<file path="src/rtl/id_fwd_pkg.sv">
// id_fwd_pkg: shared decode definitions for the ID stage.
// Holds MIPS32 opcode/funct encodings, the aluop/alusel codes passed to EX,
// the branch/move classification used inside ID, and a few well-known constants.
package id_fwd_pkg;

   localparam logic [31:0] ZeroWord   = 32'h0000_0000;
   localparam logic [4:0]  NOPRegAddr = 5'b00000;
   localparam logic [4:0]  LinkRegAddr = 5'd31;

   // primary opcodes
   localparam logic [5:0] OP_SPECIAL  = 6'b000000;
   localparam logic [5:0] OP_SPECIAL2 = 6'b011100;
   localparam logic [5:0] OP_J        = 6'b000010;
   localparam logic [5:0] OP_JAL      = 6'b000011;
   localparam logic [5:0] OP_BEQ      = 6'b000100;
   localparam logic [5:0] OP_BNE      = 6'b000101;
   localparam logic [5:0] OP_ADDIU    = 6'b001001;
   localparam logic [5:0] OP_SLTI     = 6'b001010;
   localparam logic [5:0] OP_SLTIU    = 6'b001011;
   localparam logic [5:0] OP_ANDI     = 6'b001100;
   localparam logic [5:0] OP_ORI      = 6'b001101;
   localparam logic [5:0] OP_XORI     = 6'b001110;
   localparam logic [5:0] OP_LUI      = 6'b001111;
   localparam logic [5:0] OP_LW       = 6'b100011;
   localparam logic [5:0] OP_SW       = 6'b101011;

   // SPECIAL funct codes
   localparam logic [5:0] FN_SLL  = 6'b000000;
   localparam logic [5:0] FN_SRL  = 6'b000010;
   localparam logic [5:0] FN_SRA  = 6'b000011;
   localparam logic [5:0] FN_SLLV = 6'b000100;
   localparam logic [5:0] FN_SRLV = 6'b000110;
   localparam logic [5:0] FN_SRAV = 6'b000111;
   localparam logic [5:0] FN_JR   = 6'b001000;
   localparam logic [5:0] FN_MOVZ = 6'b001010;
   localparam logic [5:0] FN_MOVN = 6'b001011;
   localparam logic [5:0] FN_MFHI = 6'b010000;
   localparam logic [5:0] FN_MTHI = 6'b010001;
   localparam logic [5:0] FN_MFLO = 6'b010010;
   localparam logic [5:0] FN_MTLO = 6'b010011;
   localparam logic [5:0] FN_MULT = 6'b011000;
   localparam logic [5:0] FN_MULTU = 6'b011001;
   localparam logic [5:0] FN_ADD  = 6'b100000;
   localparam logic [5:0] FN_ADDU = 6'b100001;
   localparam logic [5:0] FN_SUB  = 6'b100010;
   localparam logic [5:0] FN_SUBU = 6'b100011;
   localparam logic [5:0] FN_AND  = 6'b100100;
   localparam logic [5:0] FN_OR   = 6'b100101;
   localparam logic [5:0] FN_XOR  = 6'b100110;
   localparam logic [5:0] FN_NOR  = 6'b100111;
   localparam logic [5:0] FN_SLT  = 6'b101010;
   localparam logic [5:0] FN_SLTU = 6'b101011;

   // SPECIAL2 funct codes
   localparam logic [5:0] FN2_MUL = 6'b000010;
   localparam logic [5:0] FN2_CLZ = 6'b100000;
   localparam logic [5:0] FN2_CLO = 6'b100001;

   // aluop codes
   localparam logic [7:0] EXE_NOP_OP   = 8'b00000000;
   localparam logic [7:0] EXE_AND_OP   = 8'b00100100;
   localparam logic [7:0] EXE_OR_OP    = 8'b00100101;
   localparam logic [7:0] EXE_XOR_OP   = 8'b00100110;
   localparam logic [7:0] EXE_NOR_OP   = 8'b00100111;
   localparam logic [7:0] EXE_LUI_OP   = 8'b01011100;
   localparam logic [7:0] EXE_SLL_OP   = 8'b01111100;
   localparam logic [7:0] EXE_SRL_OP   = 8'b00000010;
   localparam logic [7:0] EXE_SRA_OP   = 8'b00000011;
   localparam logic [7:0] EXE_MOVZ_OP  = 8'b00001010;
   localparam logic [7:0] EXE_MOVN_OP  = 8'b00001011;
   localparam logic [7:0] EXE_MFHI_OP  = 8'b00010000;
   localparam logic [7:0] EXE_MTHI_OP  = 8'b00010001;
   localparam logic [7:0] EXE_MFLO_OP  = 8'b00010010;
   localparam logic [7:0] EXE_MTLO_OP  = 8'b00010011;
   localparam logic [7:0] EXE_MULT_OP  = 8'b00011000;
   localparam logic [7:0] EXE_MULTU_OP = 8'b00011001;
   localparam logic [7:0] EXE_SLT_OP   = 8'b00101010;
   localparam logic [7:0] EXE_SLTU_OP  = 8'b00101011;
   localparam logic [7:0] EXE_ADD_OP   = 8'b00100000;
   localparam logic [7:0] EXE_ADDU_OP  = 8'b00100001;
   localparam logic [7:0] EXE_SUB_OP   = 8'b00100010;
   localparam logic [7:0] EXE_SUBU_OP  = 8'b00100011;
   localparam logic [7:0] EXE_CLZ_OP   = 8'b10110000;
   localparam logic [7:0] EXE_CLO_OP   = 8'b10110001;
   localparam logic [7:0] EXE_MUL_OP   = 8'b10101001;
   localparam logic [7:0] EXE_J_OP     = 8'b01001111;
   localparam logic [7:0] EXE_JAL_OP   = 8'b01010000;
   localparam logic [7:0] EXE_JR_OP    = 8'b00001000;
   localparam logic [7:0] EXE_BEQ_OP   = 8'b01010001;
   localparam logic [7:0] EXE_BNE_OP   = 8'b01010010;
   localparam logic [7:0] EXE_LW_OP    = 8'b11100011;
   localparam logic [7:0] EXE_SW_OP    = 8'b11101011;

   // alusel codes
   localparam logic [2:0] SEL_NOP    = 3'b000;
   localparam logic [2:0] SEL_LOGIC  = 3'b001;
   localparam logic [2:0] SEL_SHIFT  = 3'b010;
   localparam logic [2:0] SEL_MOVE   = 3'b011;
   localparam logic [2:0] SEL_ARITH  = 3'b100;
   localparam logic [2:0] SEL_MUL    = 3'b101;
   localparam logic [2:0] SEL_JB     = 3'b110;
   localparam logic [2:0] SEL_LDST   = 3'b111;

   typedef enum logic [2:0] {BR_NONE, BR_J, BR_JR, BR_BEQ, BR_BNE} br_kind_e;
   typedef enum logic [1:0] {MV_NONE, MV_N, MV_Z} mv_kind_e;

endpackage

</file>
<file path="src/rtl/id_fwd_stage_mux.sv">
// id_fwd_mux: priority forwarding mux for one ID operand.
// Ports: addr_i (register read address), rf_data_i (regfile data),
//        fwd_wreg_i/fwd_wd_i/fwd_wdata_i (packed forwarding slots, slot 0 in
//        the low bits and youngest), data_o (resolved operand value).
module id_fwd_mux
   import id_fwd_pkg::*;
#(
   parameter int DATA_W = 32,
   parameter int RA_W   = 5,
   parameter int FWD_N  = 2
) (
   input  logic [RA_W-1:0]         addr_i,
   input  logic [DATA_W-1:0]       rf_data_i,
   input  logic [FWD_N-1:0]        fwd_wreg_i,
   input  logic [FWD_N*RA_W-1:0]   fwd_wd_i,
   input  logic [FWD_N*DATA_W-1:0] fwd_wdata_i,
   output logic [DATA_W-1:0]       data_o
);

   always_comb begin
      data_o = rf_data_i;
      // Walk oldest to youngest so the lowest matching index is applied last.
      for (int i = FWD_N - 1; i >= 0; i--) begin
         if (fwd_wreg_i[i] && (fwd_wd_i[i*RA_W +: RA_W] == addr_i))
            data_o = fwd_wdata_i[i*DATA_W +: DATA_W];
      end
      // $0 is hardwired to zero regardless of what a slot claims to write.
      if (addr_i == '0)
         data_o = DATA_W'(ZeroWord);
   end

endmodule

</file>
<file path="src/rtl/id_fwd_stage.sv">
// id_fwd_stage: MIPS32 decode stage merged with the ID/EX pipeline register.
// Inputs: clk, rst, ctrl stall/flush, pc/instruction from IF/ID, regfile data,
//         forwarding slots (0 = EX, youngest), ex_is_load_i.
// Outputs: combinational regfile read enables/addresses, load-use stall request,
//          branch flag/target; registered ex_* bundle for EX; in_delayslot_o.
module id_fwd_stage
   import id_fwd_pkg::*;
#(
   parameter int DATA_W = 32,
   parameter int RA_W   = 5,
   parameter int FWD_N  = 2
) (
   input  logic                    clk,
   input  logic                    rst,
   input  logic                    stall_id_i,
   input  logic                    stall_ex_i,
   input  logic                    flush_i,
   input  logic [DATA_W-1:0]       pc_i,
   input  logic [31:0]             inst_i,
   input  logic [DATA_W-1:0]       reg1_data_i,
   input  logic [DATA_W-1:0]       reg2_data_i,
   output logic                    reg1_read_o,
   output logic                    reg2_read_o,
   output logic [RA_W-1:0]         reg1_addr_o,
   output logic [RA_W-1:0]         reg2_addr_o,
   input  logic [FWD_N-1:0]        fwd_wreg_i,
   input  logic [FWD_N*RA_W-1:0]   fwd_wd_i,
   input  logic [FWD_N*DATA_W-1:0] fwd_wdata_i,
   input  logic                    ex_is_load_i,
   output logic                    stallreq_o,
   output logic                    branch_flag_o,
   output logic [DATA_W-1:0]       branch_target_o,
   output logic [7:0]              ex_aluop_o,
   output logic [2:0]              ex_alusel_o,
   output logic [DATA_W-1:0]       ex_reg1_o,
   output logic [DATA_W-1:0]       ex_reg2_o,
   output logic [RA_W-1:0]         ex_wd_o,
   output logic                    ex_wreg_o,
   output logic [DATA_W-1:0]       ex_link_addr_o,
   output logic                    ex_in_delayslot_o,
   output logic [31:0]             ex_inst_o,
   output logic                    in_delayslot_o
);

   logic [5:0]        op, funct;
   logic [RA_W-1:0]   rs, rt, rd;
   logic [DATA_W-1:0] pc_plus4, fwd1, fwd2, op1, op2, imm;
   logic [7:0]        aluop_d;
   logic [2:0]        alusel_d;
   logic [RA_W-1:0]   wd_d;
   logic              wreg_dec, wreg_d, read1, read2, br_taken;
   logic [DATA_W-1:0] link_d, target_d;
   br_kind_e          br_kind;
   mv_kind_e          mv_kind;

   logic [7:0]        ex_aluop_q;
   logic [2:0]        ex_alusel_q;
   logic [DATA_W-1:0] ex_reg1_q, ex_reg2_q, ex_link_q;
   logic [RA_W-1:0]   ex_wd_q;
   logic              ex_wreg_q, ex_ds_q, ds_q;
   logic [31:0]       ex_inst_q;

   assign op       = inst_i[31:26];
   assign funct    = inst_i[5:0];
   assign rs       = inst_i[21+:RA_W];
   assign rt       = inst_i[16+:RA_W];
   assign rd       = inst_i[11+:RA_W];
   assign pc_plus4 = pc_i + DATA_W'(4);

   // Operand-independent decode: read enables, immediate, op codes, destination.
   always_comb begin
      aluop_d  = EXE_NOP_OP;
      alusel_d = SEL_NOP;
      wd_d     = rd;
      wreg_dec = 1'b0;
      read1    = 1'b0;
      read2    = 1'b0;
      imm      = '0;
      link_d   = '0;
      br_kind  = BR_NONE;
      mv_kind  = MV_NONE;
      unique case (op)
         OP_SPECIAL: begin
            read1 = 1'b1;
            read2 = 1'b1;
            unique case (funct)
               FN_AND, FN_OR, FN_XOR, FN_NOR: begin
                  wreg_dec = 1'b1; alusel_d = SEL_LOGIC;
                  aluop_d  = (funct == FN_AND) ? EXE_AND_OP : (funct == FN_OR) ? EXE_OR_OP :
                             (funct == FN_XOR) ? EXE_XOR_OP : EXE_NOR_OP;
               end
               FN_SLLV, FN_SRLV, FN_SRAV: begin
                  wreg_dec = 1'b1; alusel_d = SEL_SHIFT;
                  aluop_d  = (funct == FN_SLLV) ? EXE_SLL_OP : (funct == FN_SRLV) ? EXE_SRL_OP : EXE_SRA_OP;
               end
               // Shift-by-immediate: shamt rides in the operand-1 slot as an immediate.
               FN_SLL, FN_SRL, FN_SRA: begin
                  wreg_dec = 1'b1; alusel_d = SEL_SHIFT; read1 = 1'b0;
                  imm      = DATA_W'(inst_i[10:6]);
                  aluop_d  = (funct == FN_SLL) ? EXE_SLL_OP : (funct == FN_SRL) ? EXE_SRL_OP : EXE_SRA_OP;
               end
               FN_MFHI, FN_MFLO: begin
                  wreg_dec = 1'b1; alusel_d = SEL_MOVE; read1 = 1'b0; read2 = 1'b0;
                  aluop_d  = (funct == FN_MFHI) ? EXE_MFHI_OP : EXE_MFLO_OP;
               end
               FN_MTHI, FN_MTLO: begin
                  read2   = 1'b0;
                  aluop_d = (funct == FN_MTHI) ? EXE_MTHI_OP : EXE_MTLO_OP;
               end
               FN_MOVN, FN_MOVZ: begin
                  alusel_d = SEL_MOVE;
                  aluop_d  = (funct == FN_MOVN) ? EXE_MOVN_OP : EXE_MOVZ_OP;
                  mv_kind  = (funct == FN_MOVN) ? MV_N : MV_Z;
               end
               FN_SLT, FN_SLTU, FN_ADD, FN_ADDU, FN_SUB, FN_SUBU: begin
                  wreg_dec = 1'b1; alusel_d = SEL_ARITH;
                  aluop_d  = {2'b00, funct};
               end
               FN_MULT, FN_MULTU: aluop_d = (funct == FN_MULT) ? EXE_MULT_OP : EXE_MULTU_OP;
               FN_JR: begin
                  read2 = 1'b0; alusel_d = SEL_JB; aluop_d = EXE_JR_OP; br_kind = BR_JR;
               end
               default: begin
                  read1 = 1'b0; read2 = 1'b0;
               end
            endcase
         end
         OP_SPECIAL2: begin
            read1 = 1'b1; wreg_dec = 1'b1;
            unique case (funct)
               FN2_CLZ: begin alusel_d = SEL_ARITH; aluop_d = EXE_CLZ_OP; end
               FN2_CLO: begin alusel_d = SEL_ARITH; aluop_d = EXE_CLO_OP; end
               FN2_MUL: begin alusel_d = SEL_MUL; aluop_d = EXE_MUL_OP; read2 = 1'b1; end
               default: begin read1 = 1'b0; wreg_dec = 1'b0; end
            endcase
         end
         OP_ORI, OP_ANDI, OP_XORI, OP_LUI: begin
            read1 = 1'b1; wreg_dec = 1'b1; wd_d = rt; alusel_d = SEL_LOGIC;
            imm   = (op == OP_LUI) ? DATA_W'({inst_i[15:0], 16'h0000}) : DATA_W'(inst_i[15:0]);
            // LUI is an OR against $0 with the pre-shifted immediate.
            aluop_d = (op == OP_ANDI) ? EXE_AND_OP : (op == OP_XORI) ? EXE_XOR_OP : EXE_OR_OP;
         end
         OP_SLTI, OP_SLTIU, OP_ADDIU: begin
            read1 = 1'b1; wreg_dec = 1'b1; wd_d = rt; alusel_d = SEL_ARITH;
            imm   = {{(DATA_W-16){inst_i[15]}}, inst_i[15:0]};
            aluop_d = (op == OP_SLTI) ? EXE_SLT_OP : (op == OP_SLTIU) ? EXE_SLTU_OP : EXE_ADDU_OP;
         end
         OP_J: begin
            alusel_d = SEL_JB; aluop_d = EXE_J_OP; br_kind = BR_J;
         end
         OP_JAL: begin
            alusel_d = SEL_JB; aluop_d = EXE_JAL_OP; br_kind = BR_J;
            wreg_dec = 1'b1; wd_d = RA_W'(LinkRegAddr); link_d = pc_i + DATA_W'(8);
         end
         OP_BEQ, OP_BNE: begin
            read1 = 1'b1; read2 = 1'b1; alusel_d = SEL_JB;
            aluop_d = (op == OP_BEQ) ? EXE_BEQ_OP : EXE_BNE_OP;
            br_kind = (op == OP_BEQ) ? BR_BEQ : BR_BNE;
         end
         OP_LW: begin
            read1 = 1'b1; wreg_dec = 1'b1; wd_d = rt; alusel_d = SEL_LDST; aluop_d = EXE_LW_OP;
         end
         OP_SW: begin
            read1 = 1'b1; read2 = 1'b1; alusel_d = SEL_LDST; aluop_d = EXE_SW_OP;
         end
         default: ;
      endcase
   end

   id_fwd_mux #(.DATA_W(DATA_W), .RA_W(RA_W), .FWD_N(FWD_N)) u_mux1 (
      .addr_i(rs), .rf_data_i(reg1_data_i), .fwd_wreg_i(fwd_wreg_i),
      .fwd_wd_i(fwd_wd_i), .fwd_wdata_i(fwd_wdata_i), .data_o(fwd1));
   id_fwd_mux #(.DATA_W(DATA_W), .RA_W(RA_W), .FWD_N(FWD_N)) u_mux2 (
      .addr_i(rt), .rf_data_i(reg2_data_i), .fwd_wreg_i(fwd_wreg_i),
      .fwd_wd_i(fwd_wd_i), .fwd_wdata_i(fwd_wdata_i), .data_o(fwd2));

   assign op1 = read1 ? fwd1 : imm;
   assign op2 = read2 ? fwd2 : imm;

   // Operand-dependent decode: branch resolution and conditional-move write enable.
   always_comb begin
      br_taken = 1'b0;
      target_d = '0;
      wreg_d   = wreg_dec;
      unique case (br_kind)
         BR_J:    begin br_taken = 1'b1; target_d = {pc_plus4[DATA_W-1:28], inst_i[25:0], 2'b00}; end
         BR_JR:   begin br_taken = 1'b1; target_d = op1; end
         BR_BEQ, BR_BNE: begin
            br_taken = (br_kind == BR_BEQ) ? (op1 == op2) : (op1 != op2);
            target_d = pc_plus4 + {{(DATA_W-18){inst_i[15]}}, inst_i[15:0], 2'b00};
         end
         default: ;
      endcase
      unique case (mv_kind)
         MV_N:    wreg_d = (op2 != '0);
         MV_Z:    wreg_d = (op2 == '0);
         default: ;
      endcase
   end

   // Load-use: only slot 0 (EX) can still be an unresolved load result.
   assign stallreq_o = ex_is_load_i && fwd_wreg_i[0] && (fwd_wd_i[RA_W-1:0] != '0) &&
                       ((read1 && (rs == fwd_wd_i[RA_W-1:0])) ||
                        (read2 && (rt == fwd_wd_i[RA_W-1:0])));

   assign branch_flag_o   = br_taken && !stallreq_o;
   assign branch_target_o = target_d;
   assign reg1_read_o     = read1;
   assign reg2_read_o     = read2;
   assign reg1_addr_o     = rs;
   assign reg2_addr_o     = rt;
   assign in_delayslot_o  = ds_q;

   // ID/EX register: flush and ID-only stall both insert a NOP bubble.
   always_ff @(posedge clk) begin
      if (rst || flush_i || (stall_id_i && !stall_ex_i)) begin
         ex_aluop_q  <= EXE_NOP_OP;
         ex_alusel_q <= SEL_NOP;
         ex_reg1_q   <= '0;
         ex_reg2_q   <= '0;
         ex_wd_q     <= RA_W'(NOPRegAddr);
         ex_wreg_q   <= 1'b0;
         ex_link_q   <= '0;
         ex_ds_q     <= 1'b0;
         ex_inst_q   <= '0;
      end else if (!stall_id_i) begin
         ex_aluop_q  <= aluop_d;
         ex_alusel_q <= alusel_d;
         ex_reg1_q   <= op1;
         ex_reg2_q   <= op2;
         ex_wd_q     <= wd_d;
         ex_wreg_q   <= wreg_d;
         ex_link_q   <= link_d;
         ex_ds_q     <= ds_q;
         ex_inst_q   <= inst_i;
      end
   end

   // The instruction after a taken branch/jump is its delay slot.
   always_ff @(posedge clk) begin
      if (rst || flush_i)
         ds_q <= 1'b0;
      else if (!stall_id_i)
         ds_q <= branch_flag_o;
   end

   assign ex_aluop_o        = ex_aluop_q;
   assign ex_alusel_o       = ex_alusel_q;
   assign ex_reg1_o         = ex_reg1_q;
   assign ex_reg2_o         = ex_reg2_q;
   assign ex_wd_o           = ex_wd_q;
   assign ex_wreg_o         = ex_wreg_q;
   assign ex_link_addr_o    = ex_link_q;
   assign ex_in_delayslot_o = ex_ds_q;
   assign ex_inst_o         = ex_inst_q;

endmodule

</file>
<file path="config.mk">
export PLATFORM = sky130hd
export DESIGN_NAME = id_fwd_stage
export DESIGN_NICKNAME = d
export VERILOG_FILES = /design/src/rtl/id_fwd_pkg.sv /design/src/rtl/id_fwd_stage_mux.sv /design/src/rtl/id_fwd_stage.sv
export SDC_FILE = /design/constraint.sdc
export NUM_CORES = 1
export LEC_CHECK = 0
export ABC_AREA = 0
export CAP_MARGIN = 30
export CORE_ASPECT_RATIO = 0.7
export CORE_MARGIN = 8
export CORE_UTILIZATION = 43
export CTS_BUF_LIST = sky130_fd_sc_hd__clkbuf_2
export DETAILED_ROUTE_END_ITERATION = 10
export HOLD_SLACK_MARGIN = 0.08
export PLACE_DENSITY_LB_ADDON = 0.2
export SLEW_MARGIN = 0
export SYNTH_ARGS = -nofsm -noshare
export SYNTH_HDL_FRONTEND = slang
export SYNTH_SLANG_ARGS = --single-unit
</file>
<file path="constraint.sdc">
create_clock -name clk -period 5.7 [get_ports clk]
set_input_delay 1.14 -clock clk [delete_from_list [all_inputs] [get_ports clk]]
set_output_delay 1.14 -clock clk [all_outputs]
set_load 0.05 [all_outputs]
</file>
# Yosys cells after proc, flatten, opt, wreduce, memory -nomap -nowiden
# Cells that the tools add are included.
dict set report totals {
  output_inout_bits 193
  ff_bits 147
  input_bits 210
}
dict set report op_classes {
  n_eq_ne 52
  muxes 53
  add_sub_neg 3
  reduce_logical 50
}
# operator count
set op_table {}
lappend op_table {{32-bit 2-to-1 mux} 10}
lappend op_table {{32-bit case mux with 3 select lines} 2}
lappend op_table {{6-bit equality test (second input constant)} 12}
lappend op_table {{8-bit case mux with 9 select lines} 1}
lappend op_table {{7-bit case mux with 9 select lines} 1}
lappend op_table {{6-bit by 4-bit equality test with 1-bit output (second input constant)} 10}
lappend op_table {{6-bit by 5-bit equality test with 1-bit output (second input constant)} 7}
lappend op_table {{20-bit OR reduction} 2}
lappend op_table {{32-bit by 3-bit adder with 32-bit output (second input constant)} 1}
lappend op_table {{32-bit adder} 1}
lappend op_table {{32-bit by 4-bit adder with 32-bit output (second input constant)} 1}
lappend op_table {{32-bit equality test} 1}
lappend op_table {{32-bit zero test} 1}
lappend op_table {{32-bit != test} 1}
lappend op_table {{32-bit nonzero test} 1}
lappend op_table {{5-bit equality test} 6}
lappend op_table {{6-bit by 3-bit equality test with 1-bit output (second input constant)} 5}
lappend op_table {{6-bit by 2-bit equality test with 1-bit output (second input constant)} 4}
lappend op_table {{8-bit case mux with 3 select lines} 1}
lappend op_table {{2-bit 2-to-1 mux} 11}
lappend op_table {{2-bit OR reduction} 10}
lappend op_table {{3-bit case mux with 6 select lines} 1}
lappend op_table {{18-bit OR reduction} 1}
lappend op_table {{4-bit OR reduction} 4}
lappend op_table {{other kinds (27)} 63}

# Depth between registers and ports, before layout
# Gate-level depths: netlist of the first run.
dict set report logic_depth {
  ltp_word 10
  depth_mapped 19
  mapped_depth_nobuf 19
}

# Modules after synthesis
# Synthesis of the first run repeated with hierarchy kept, for this count alone.
dict set report unflattened {
  cells_unflattened 1840
  hier_area_um2 13262.7
}
# module area_per_inst_um2 cells_per_inst instances
set by_module_without_submodules {}
lappend by_module_without_submodules {id_fwd_stage 10755.3 1448 1}
lappend by_module_without_submodules {id_fwd_mux 1253.7 196 2}

# Least setup slack after synthesis of the first run
# Ideal clock, no wire load.
dict set report synth_timing {
  kind {input port to output port}
  from {input port pc_i[5]}
  to {output port branch_target_o[28]}
  cell_stages 19
  setup_slack_ns -0.993
  t_required_ns 4.560
  path_buffers 1
  t_arrival_ns 5.553
  path_cell_list {clkbuf_1 -> nand3_1 -> nor2_1 -> nand3_1 -> nor3_1 -> nand2_1 -> xnor2_1 -> ha_1 -> a211o_1 -> nor2_1 -> nand2_1 -> o21ai_0 -> o211ai_1 -> nand3b_1 -> a21oi_1 -> o21ai_0 -> nand2b_1 -> mux2_2 -> o21ai_0}
}
dict set report synth_via {
  elab_chain_len 3
}
# element line
set synth_rtl {}
lappend synth_rtl {{from (decl)} id_fwd_stage.sv:18} ;# input logic [DATA_W-1:0] pc_i,
lappend synth_rtl {{32-bit by 3-bit adder with 32-bit output *} id_fwd_stage.sv:68} ;# assign pc_plus4 = pc_i + DATA_W'(4);
lappend synth_rtl {{32-bit adder} id_fwd_stage.sv:190} ;# target_d = pc_plus4 + {{(DATA_W-18){inst_i[15]}}, inst_i[15:0], 2'b00};
lappend synth_rtl {{32-bit case mux with 3 select lines *} id_fwd_stage.sv:185} ;# unique case (br_kind)
lappend synth_rtl {{to (decl)} id_fwd_stage.sv:32} ;# output logic [DATA_W-1:0] branch_target_o,
# Mark *: on every way between the ends. The rest lies on a longest branch, timed or not.

# Final worst setup path of the first run
dict set report layout_timing {
  from {input port inst_i[23]}
  to {output port branch_flag_o}
}
dict set report layout_via {
  elab_chain_len 10
}
# element line
set layout_rtl {}
lappend layout_rtl {{from (decl)} id_fwd_stage.sv:19} ;# input logic [31:0] inst_i,
lappend layout_rtl {{5-bit equality test} id_fwd_stage_mux.sv:24} ;# if (fwd_wreg_i[i] && (fwd_wd_i[i*RA_W +: RA_W] == addr_i))
lappend layout_rtl {{1-bit logical AND} id_fwd_stage_mux.sv:24}
lappend layout_rtl {{32-bit 2-to-1 mux (2 in series)} id_fwd_stage_mux.sv:24}
lappend layout_rtl {{32-bit 2-to-1 mux} id_fwd_stage_mux.sv:28} ;# if (addr_i == '0)
lappend layout_rtl {{32-bit 2-to-1 mux} id_fwd_stage.sv:177} ;# assign op1 = read1 ? fwd1 : imm;
lappend layout_rtl {{32-bit != test / 32-bit equality test (equally long branches)} id_fwd_stage.sv:189} ;# br_taken = (br_kind == BR_BEQ) ? (op1 == op2) : (op1 != op2);
lappend layout_rtl {{1-bit 2-to-1 mux} id_fwd_stage.sv:189}
lappend layout_rtl {{1-bit case mux with 2 select lines} id_fwd_stage.sv:185}
lappend layout_rtl {{1-bit logical AND *} id_fwd_stage.sv:206} ;# assign branch_flag_o = br_taken && !stallreq_o;
lappend layout_rtl {{to (decl)} id_fwd_stage.sv:31} ;# output logic branch_flag_o,
# Marked as above.

==> results.md, run 1 <==
* Flops & latches, synth at 147
* Post-synthesis instance area at 11500 µm²
* Count leader, synth: nor2_1
* Critical-path cell list: clkdlybuf4s15_1 > buf_6 > buf_4 > xnor2_1 > nand3_1 > or2_4 > buf_4 > buf_6 > o211ai_1 > xor2_1 > nor4_2 > nand4b_1 > nor4_2 > buf_4 > mux2_4 > a21oi_4 > buf_12
* RSZ-0062 raised after global routing: true
* Reg2Reg Capture Point: ex_link_addr_o[8]$_SDFFE_PP0N_
* IO Pins at 403
* FILL cells at 1820
* Layout cells sized above 1 at 32.23%
* Post-layout minimum cycle time at 5844 ps
* Kind of critical path: in2out
* Critical Path End Type: output port
* CP Max Fanout at 18
* Share of flip-flops with an asynchronous set or reset at 0%
* Dominant cells by area after synthesis: dfxtp_1 (26%), nor2_1 (8.5%), mux2i_1 (8.3%)
* Register area share after synthesis at 25.59%
* EDFF count, synth at 0
* Synth top cells by count: nor2_1 (261), dfxtp_1 (147), a21oi_1 (120), nand2_1 (106), mux2i_1 (95)
* Dpl ws at -736.2 ps
* Fmax at 171.1 MHz
* Fin util at 79.36%
* Worst Max-Slew Pin Slew at 928.6 ps
* Largest net degree at the start of global routing at 83
* CTS Buffer Depth at 2
* CTS tree: yes
* Die Area at 32320 µm²
* Clk Latency, worst-skew pair at 840 ps
* Synth Instances at 1540
* Cell depth of the worst setup path at 17
* Worst Skew at 0.1074 ps
* Die width at 211.5 µm
* WP data required at 4560 ps
* CTS clock-pin slew for the worst setup and hold paths at 250 ps
* Starting Density at 43.36%
* Netlist cell types at 76
* DR WL/cell at 24.37 µm
* Post-route ant nets at 0
* HPWL Detailed at 50720 µm
* Critical path's top delay family: buffers and inverters
* All-layer global routing usage at 38.10%
* Footprint of the multi-input gates at 9060 µm²
* Final Max Tran Viols at 0
* P&R area growth vs syn at 83.03%
* Vias in the first global route at 15687
* Root Buffer Master: clkbuf_2
* Failing checks: setup timing
* Reg2reg path depth at 2
* Rows at 50
* Synth Net Count at 1782
* Final hold slack at 489.0 ps
* Synth top area share at 25.59%
* Tot Pwr at 3.142 mW
* Final Cycle Share at 102.5%
* Leakage power at 8.403 nW
* Initial antenna violation count at 14
* Max Cap Viol at 0
* Hold buffer count at CTS at 0
* Fin. Hold Viols at 0
* Worst Setup Start Kind: input pin
* Outcome: finished, violations left
* Most used cell, CP: buf_4
* CP bufs+invs at 7
* Power density over the cells at 149.3 nW/µm²
* YS warnings at 0
* Drt drc at 0
* Endpoints failing setup at 1
* Primary FF master, synth: dfxtp_1
* Slack of the critical path at -144.2 ps
* Worst Setup SP: inst_i[23]
* GPL Wtd Cong at 1.032
* Layout Nets at 2553
* Iteration-0 DRC Markers at 1902
* Reg2Reg Launch Point: ex_link_addr_o[8]$_SDFFE_PP0N_
* Vias per cell at 5.914
* Total global routing overflow at 0
* Worst vdd ir at 167.2 µV
* Via count at 15974
* DR pass1 iterations at 7
* Relative slew slack at 38.10%
* Critical Path Sink: branch_flag_o
* Crit path max-delay cell type: o211ai_1
* H-tree depth at 4
* First-pass GRT wire length at 94960 µm
* Mean Syn Cell Area at 7.468 µm²
* Biggest area consumer among synthesized cells: dfxtp_1
* Critical Path Max Stage Delay at 350 ps
* TritonCTS Buffers at 17
* Core ar. at 26530 µm²
* Clock sink total at 147
* Die height at 152.8 µm
* Flip-flop and latch area at 2943 µm²
* Reg2Reg Setup Slack at 4840 ps
* Buffers on Ports at 402
* Drt total wl at 65830 µm
* Worst EP arrival at 4700 ps
* Hold WC Path Type: reg2reg
[flip-flops by register name (all words and copies together) (netlist names)]
register           count
ex_reg2_o             32
ex_aluop_o             8
ex_wreg_o              1
ex_reg1_o             32
ex_link_addr_o        32
in_delayslot_o         1
ex_alusel_o            3
ex_inst_o             32
ex_in_delayslot_o      1
ex_wd_o                5
[metrics by stage]
| step | instance area [µm²] | setup TNS [ps] | instances |
|---|---|---|---|
| 3_3_place_gp | 18810 | -3603 | 2554 |
| 4_1_cts | 20540 | -26.65 | 2667 |
| 2_1_floorplan | 11570 | -12.91 | 1540 |
| 5_1_grt | 21050 | -892.0 | 2701 |
| 3_5_place_dp | 18810 | -5260 | 2554 |
| 6_report | 21050 | -144.2 | 2701 |
[power by group]
group,total (mW),leakage (nW),internal [mW],switching (mW)
sequential,1.05,1.19,1.04,0.00758
clock,0.793,0.182,0.311,0.482
combinational,1.30,7.03,0.613,0.683
[worst min-delay path by stage]
stage	slack, ps	start	depth (start not counted)	endpoint
global route	510	ex_reg2_o[1]$_SDFFE_PP0N_	2	ex_reg2_o[1]$_SDFFE_PP0N_
finish	490	ex_reg2_o[1]$_SDFFE_PP0N_	2	ex_reg2_o[1]$_SDFFE_PP0N_
CTS	490	ex_reg2_o[9]$_SDFFE_PP0N_	2	ex_reg2_o[9]$_SDFFE_PP0N_
detailed placement	460	ex_reg2_o[9]$_SDFFE_PP0N_	2	ex_reg2_o[9]$_SDFFE_PP0N_
floorplan	690	ex_reg2_o[9]$_SDFFE_PP0N_	2	ex_reg2_o[9]$_SDFFE_PP0N_
global placement	450	ex_reg2_o[1]$_SDFFE_PP0N_	2	ex_reg2_o[1]$_SDFFE_PP0N_
[kinds of logic after synthesis]
group / Yosys count / share of synthesized area [%]
flip-flops: 147 / 25.59
AND/OR/NAND/NOR: 571 / 22.88
AO/OA/AOI/OAI: 417 / 24.28
multiplexers: 102 / 8.953
XOR/XNOR: 122 / 9.291
buffers and inverters: 149 / 5.461
adder cells (fa/ha/maj): 32 / 3.547
[metal layers]
layer	track usage [%]	part of all wire [%]	vias up
met2	58.79	44	1033
met1	46.87	38	7593
met5	0	0.020	-
met3	13.18	13	205
met4	18.29	5.0	2
li1	-	-	7141
[cell usage in the layout, fill, tap and decap left out, drive strengths merged, types with 19 or more instances in the layout]
master,n
clkdlybuf4s50,318
clkbuf,24
mux2i,95
nor2,262
xor2,39
nor3,33
nand3,56
ha,31
xnor2,83
nand4,19
a22oi,61
inv,34
buf,536
nand2,107
a21oi,121
o21ai,74
dfxtp,147
[area by class of cell]
type	count	share of cell area (%)
Clock buffer	17	0.4042
Tap cell	364	2.164
Sequential cell	147	13.98
Inverter	26	0.4696
Multi-Input combinational cell	1244	43.04
Clock inverter	15	1.088
Timing Repair Buffer	875	38.70
Antenna cell	13	0.1545
[tightest hold or removal path, delay by kind of cell, from the launching register on]
kind | cells | cell delay [ps]
AND/OR/NAND/NOR | 1 | 60
flip-flops | 1 | 370
AO/OA/AOI/OAI | 1 | 60
[timing repair]
action	4_1_cts	5_1_grt
resized for setup	309	108
pin swaps	120	69
gates cloned	3	0
setup buffers	80	24
setup endpoints to repair	18	7
Power figures use the tool's default switching activity.
==> run 2: changes to the inputs <==
--- a/config.mk
+++ b/config.mk
@@ -14,6 +14,7 @@
 export DETAILED_ROUTE_END_ITERATION = 10
 export HOLD_SLACK_MARGIN = 0.08
 export PLACE_DENSITY_LB_ADDON = 0.2
+export SKIP_CTS_REPAIR_TIMING = 1
 export SLEW_MARGIN = 0
 export SYNTH_ARGS = -nofsm -noshare
 export SYNTH_HDL_FRONTEND = slang
==> run 2 against run 1 <==
Net effect: the flow still finishes with violations (setup timing); count of clock-buffer cells in the layout stayed put; via count is 1.2% lower; register-to-register slack better by 20 ps; power is 1.5% lower; maximum frequency is 4.4% lower; clock power is 1% higher; worst hold slack better by 4.2 ps; largest power group unchanged; sequential share of layout area is 0.55 points higher; non-clock buffer count is 57 lower; cell count is 2.2% lower.
==> results.md, run 2 (synthesis gave the netlist of run 1 again) <==
* Post-route cell area at 20250 µm² (-3.8%)
* Final Cycle Share at 107.3% (+4.8 points)
* Power share of the combinational group at 40.1% (-1.2 points)
* Int Power at 1.937 mW (-1.6%)
* Leakage power at 8.224 nW (-2.1%)
* Post-layout minimum cycle time at 6116 ps (+271.9 ps)
* Critical Path End Type: output port
* CP Max Fanout at 8 (-10)
* Power density over the cells at 152.8 nW/µm² (+2.4%)
* Core ar. at 26530 µm² (unchanged)
* Buffers on Ports at 402 (unchanged)
* Fmax at 163.5 MHz (-4.4%)
* Placed Instances at 2554 (unchanged)
* Max Cap Viol at 0 (unchanged)
* Clock sink total at 147 (unchanged)
* Total global routing overflow at 0 (unchanged)
* Endpoints failing setup at 5 (+4)
* Footprint of the multi-input gates at 8641 µm² (-4.6%)
* Initial antenna violation count at 11 (-3)
* Slack of the critical path at -416.2 ps (-271.9 ps)
* GPL Wtd Cong at 1.032 (unchanged)
* Vias per cell at 5.973 (+1.0%)
* Die width at 211.5 µm (unchanged)
* Area of placed instances at 18810 µm² (unchanged)
* TritonCTS Buffers at 17 (unchanged)
* First-pass GRT wire length at 90810 µm (-4.4%)
* Worst Max-Slew Pin Slew at 952.8 ps (+24.27 ps)
* CTS clock-pin slew for the worst setup and hold paths at 260 ps (about the same)
* Seq pwr share at 34.0% (+0.5 points)
* Starting Density at 43.36% (unchanged)
* CTS tree: yes
* H-tree depth at 4 (unchanged)
* Worst EP arrival at 4980 ps (+280 ps)
* Vias in the first global route at 15030 (-4.2%)
* Drt drc at 0 (unchanged)
* Final non-filler cell total at 2641 (-2.2%)
* DR pass1 iterations at 8 (+1)
* Final Max Tran Viols at 0 (unchanged)
* Root Buffer Master: clkbuf_2
* Switching share of power at 37.40% (+0.070 points)
* Post-route ant nets at 0 (unchanged)
* CTS Buffer Depth at 2 (unchanged)
* Dpl ws at -736.2 ps (unchanged)
* Clk Latency, worst-skew pair at 850 ps (about the same)
* Largest net degree at the start of global routing at 83 (unchanged)
* Most frequent cells in the layout: buf_4 (388), clkdlybuf4s50_1 (328), nor2_1 (247)
* WP data required at 4560 ps (about the same)
* Post-Route Setup TNS at -1127 ps (-983.1 ps)
* Layout Nets at 2496 (-2.2%)
* Sw Pwr at 1.157 mW (-1.3%)
* HPWL Detailed at 50720 µm (unchanged)
* P&R area growth vs syn at 76.07%
* All-layer global routing usage at 36.48% (-1.6 points)
* DR WL/cell at 24.50 µm (+0.51%)
* Iteration-0 DRC Markers at 1812 (-4.7%)
* Drt total wl at 64690 µm (-1.7%)
* Outcome: finished, violations left
* Clock Power Share at 25.9% (+0.7 points)
* Hold WC Path Type: reg2reg
* Failing checks: setup timing
* Worst Skew at 0.1416 ps (+0.03414 ps)
* Flip-flop and latch area at 2943 µm² (unchanged)
* IO Pins at 403 (unchanged)
* Final hold slack at 493.2 ps (+4.247 ps)
* RSZ-0062 raised after global routing: true
* Die Area at 32320 µm² (unchanged)
* Worst Setup Start Kind: input pin
* Worst vdd ir at 168.2 µV (+0.61%)
* Rows at 50 (unchanged)
* Relative slew slack at 36.48% (-1.6 points)
* Fin. Hold Viols at 0 (unchanged)
* Via count at 15776 (-1.2%)
* Reg2reg path depth at 2 (unchanged)
* Kind of critical path: in2out
* WHS Path Cells at 2 (unchanged)
* FILL cells at 1929 (+6.0%)
* Layout cells sized above 1 at 27.39% (-4.8 points)
* Die height at 152.8 µm (unchanged)
* Most common cell after layout, fill and taps aside: buf_4
## run 2: worst max-delay path, cell delays in order
cell	delay [ps]
clkdlybuf4s50_1	460
buf_4	190
xnor2_1	140
nand4_1	200
nor2_4	170
buf_4	150
buf_12	130
mux2i_1	100
a2111o_1	490
xnor2_1	170
nand2_1	80
nor4_2	220
o2111ai_1	180
nor4_2	270
buf_4	200
mux2_4	330
a21oi_4	190
buf_12	150
## run 2: per-stage QoR
stage / utilization (%) / power (mW)
floorplan: - / 1.589
global placement: 70.91 / 2.176
detailed placement: 70.91 / 2.192
CTS: 72.09 / 2.985
global route: 76.32 / 3.192
finish: 76.34 / 3.095
## run 2: cell type report
type	count	area share [%]
multi-input cells	1244	42.67
repair buffers	818	38.38
flip-flops and latches	147	14.53
well taps	364	2.249
clock inverters	15	1.131
inverters	26	0.4881
clock buffers	17	0.4202
diodes	10	0.1236
## run 2: final timing paths
kind	slack [ps]	to	startpoint
hold / removal	490	ex_reg2_o[1]$_SDFFE_PP0N_	ex_reg2_o[1]$_SDFFE_PP0N_
setup reg to reg	4860	ex_aluop_o[3]$_SDFFE_PP0N_	ex_aluop_o[3]$_SDFFE_PP0N_
hold reg to reg	490	ex_reg2_o[1]$_SDFFE_PP0N_	ex_reg2_o[1]$_SDFFE_PP0N_
setup / recovery	-420	branch_flag_o	inst_i[23]
## run 2: metal layers
metal | share of wire, % | GRT usage (%) | up-vias
li1 | - | - | 7024
met3 | 13 | 12.91 | 256
met1 | 38 | 45.56 | 7428
met4 | 5.2 | 16.18 | 4
met2 | 44 | 55.84 | 1064
met5 | 0.042 | 0 | -
## run 2: power groups by stage
stage	combinational, mW	sequential (mW)	clock, mW
after global routing	1.30	1.05	0.842
after floorplan	0.473	1.12	0
after CTS	1.13	1.05	0.805
after global placement	1.11	1.07	0
final	1.24	1.05	0.802
after detailed placement	1.12	1.07	0
==> run 3: changes to the inputs <==
--- a/config.mk
+++ b/config.mk
@@ -15,7 +15,7 @@
 export HOLD_SLACK_MARGIN = 0.08
 export PLACE_DENSITY_LB_ADDON = 0.2
 export SKIP_CTS_REPAIR_TIMING = 1
-export SLEW_MARGIN = 0
+export SLEW_MARGIN = 20
 export SYNTH_ARGS = -nofsm -noshare
 export SYNTH_HDL_FRONTEND = slang
 export SYNTH_SLANG_ARGS = --single-unit
==> results of run 3 <==
No change in the layout: final DEF, timing and power equal those of run 2.
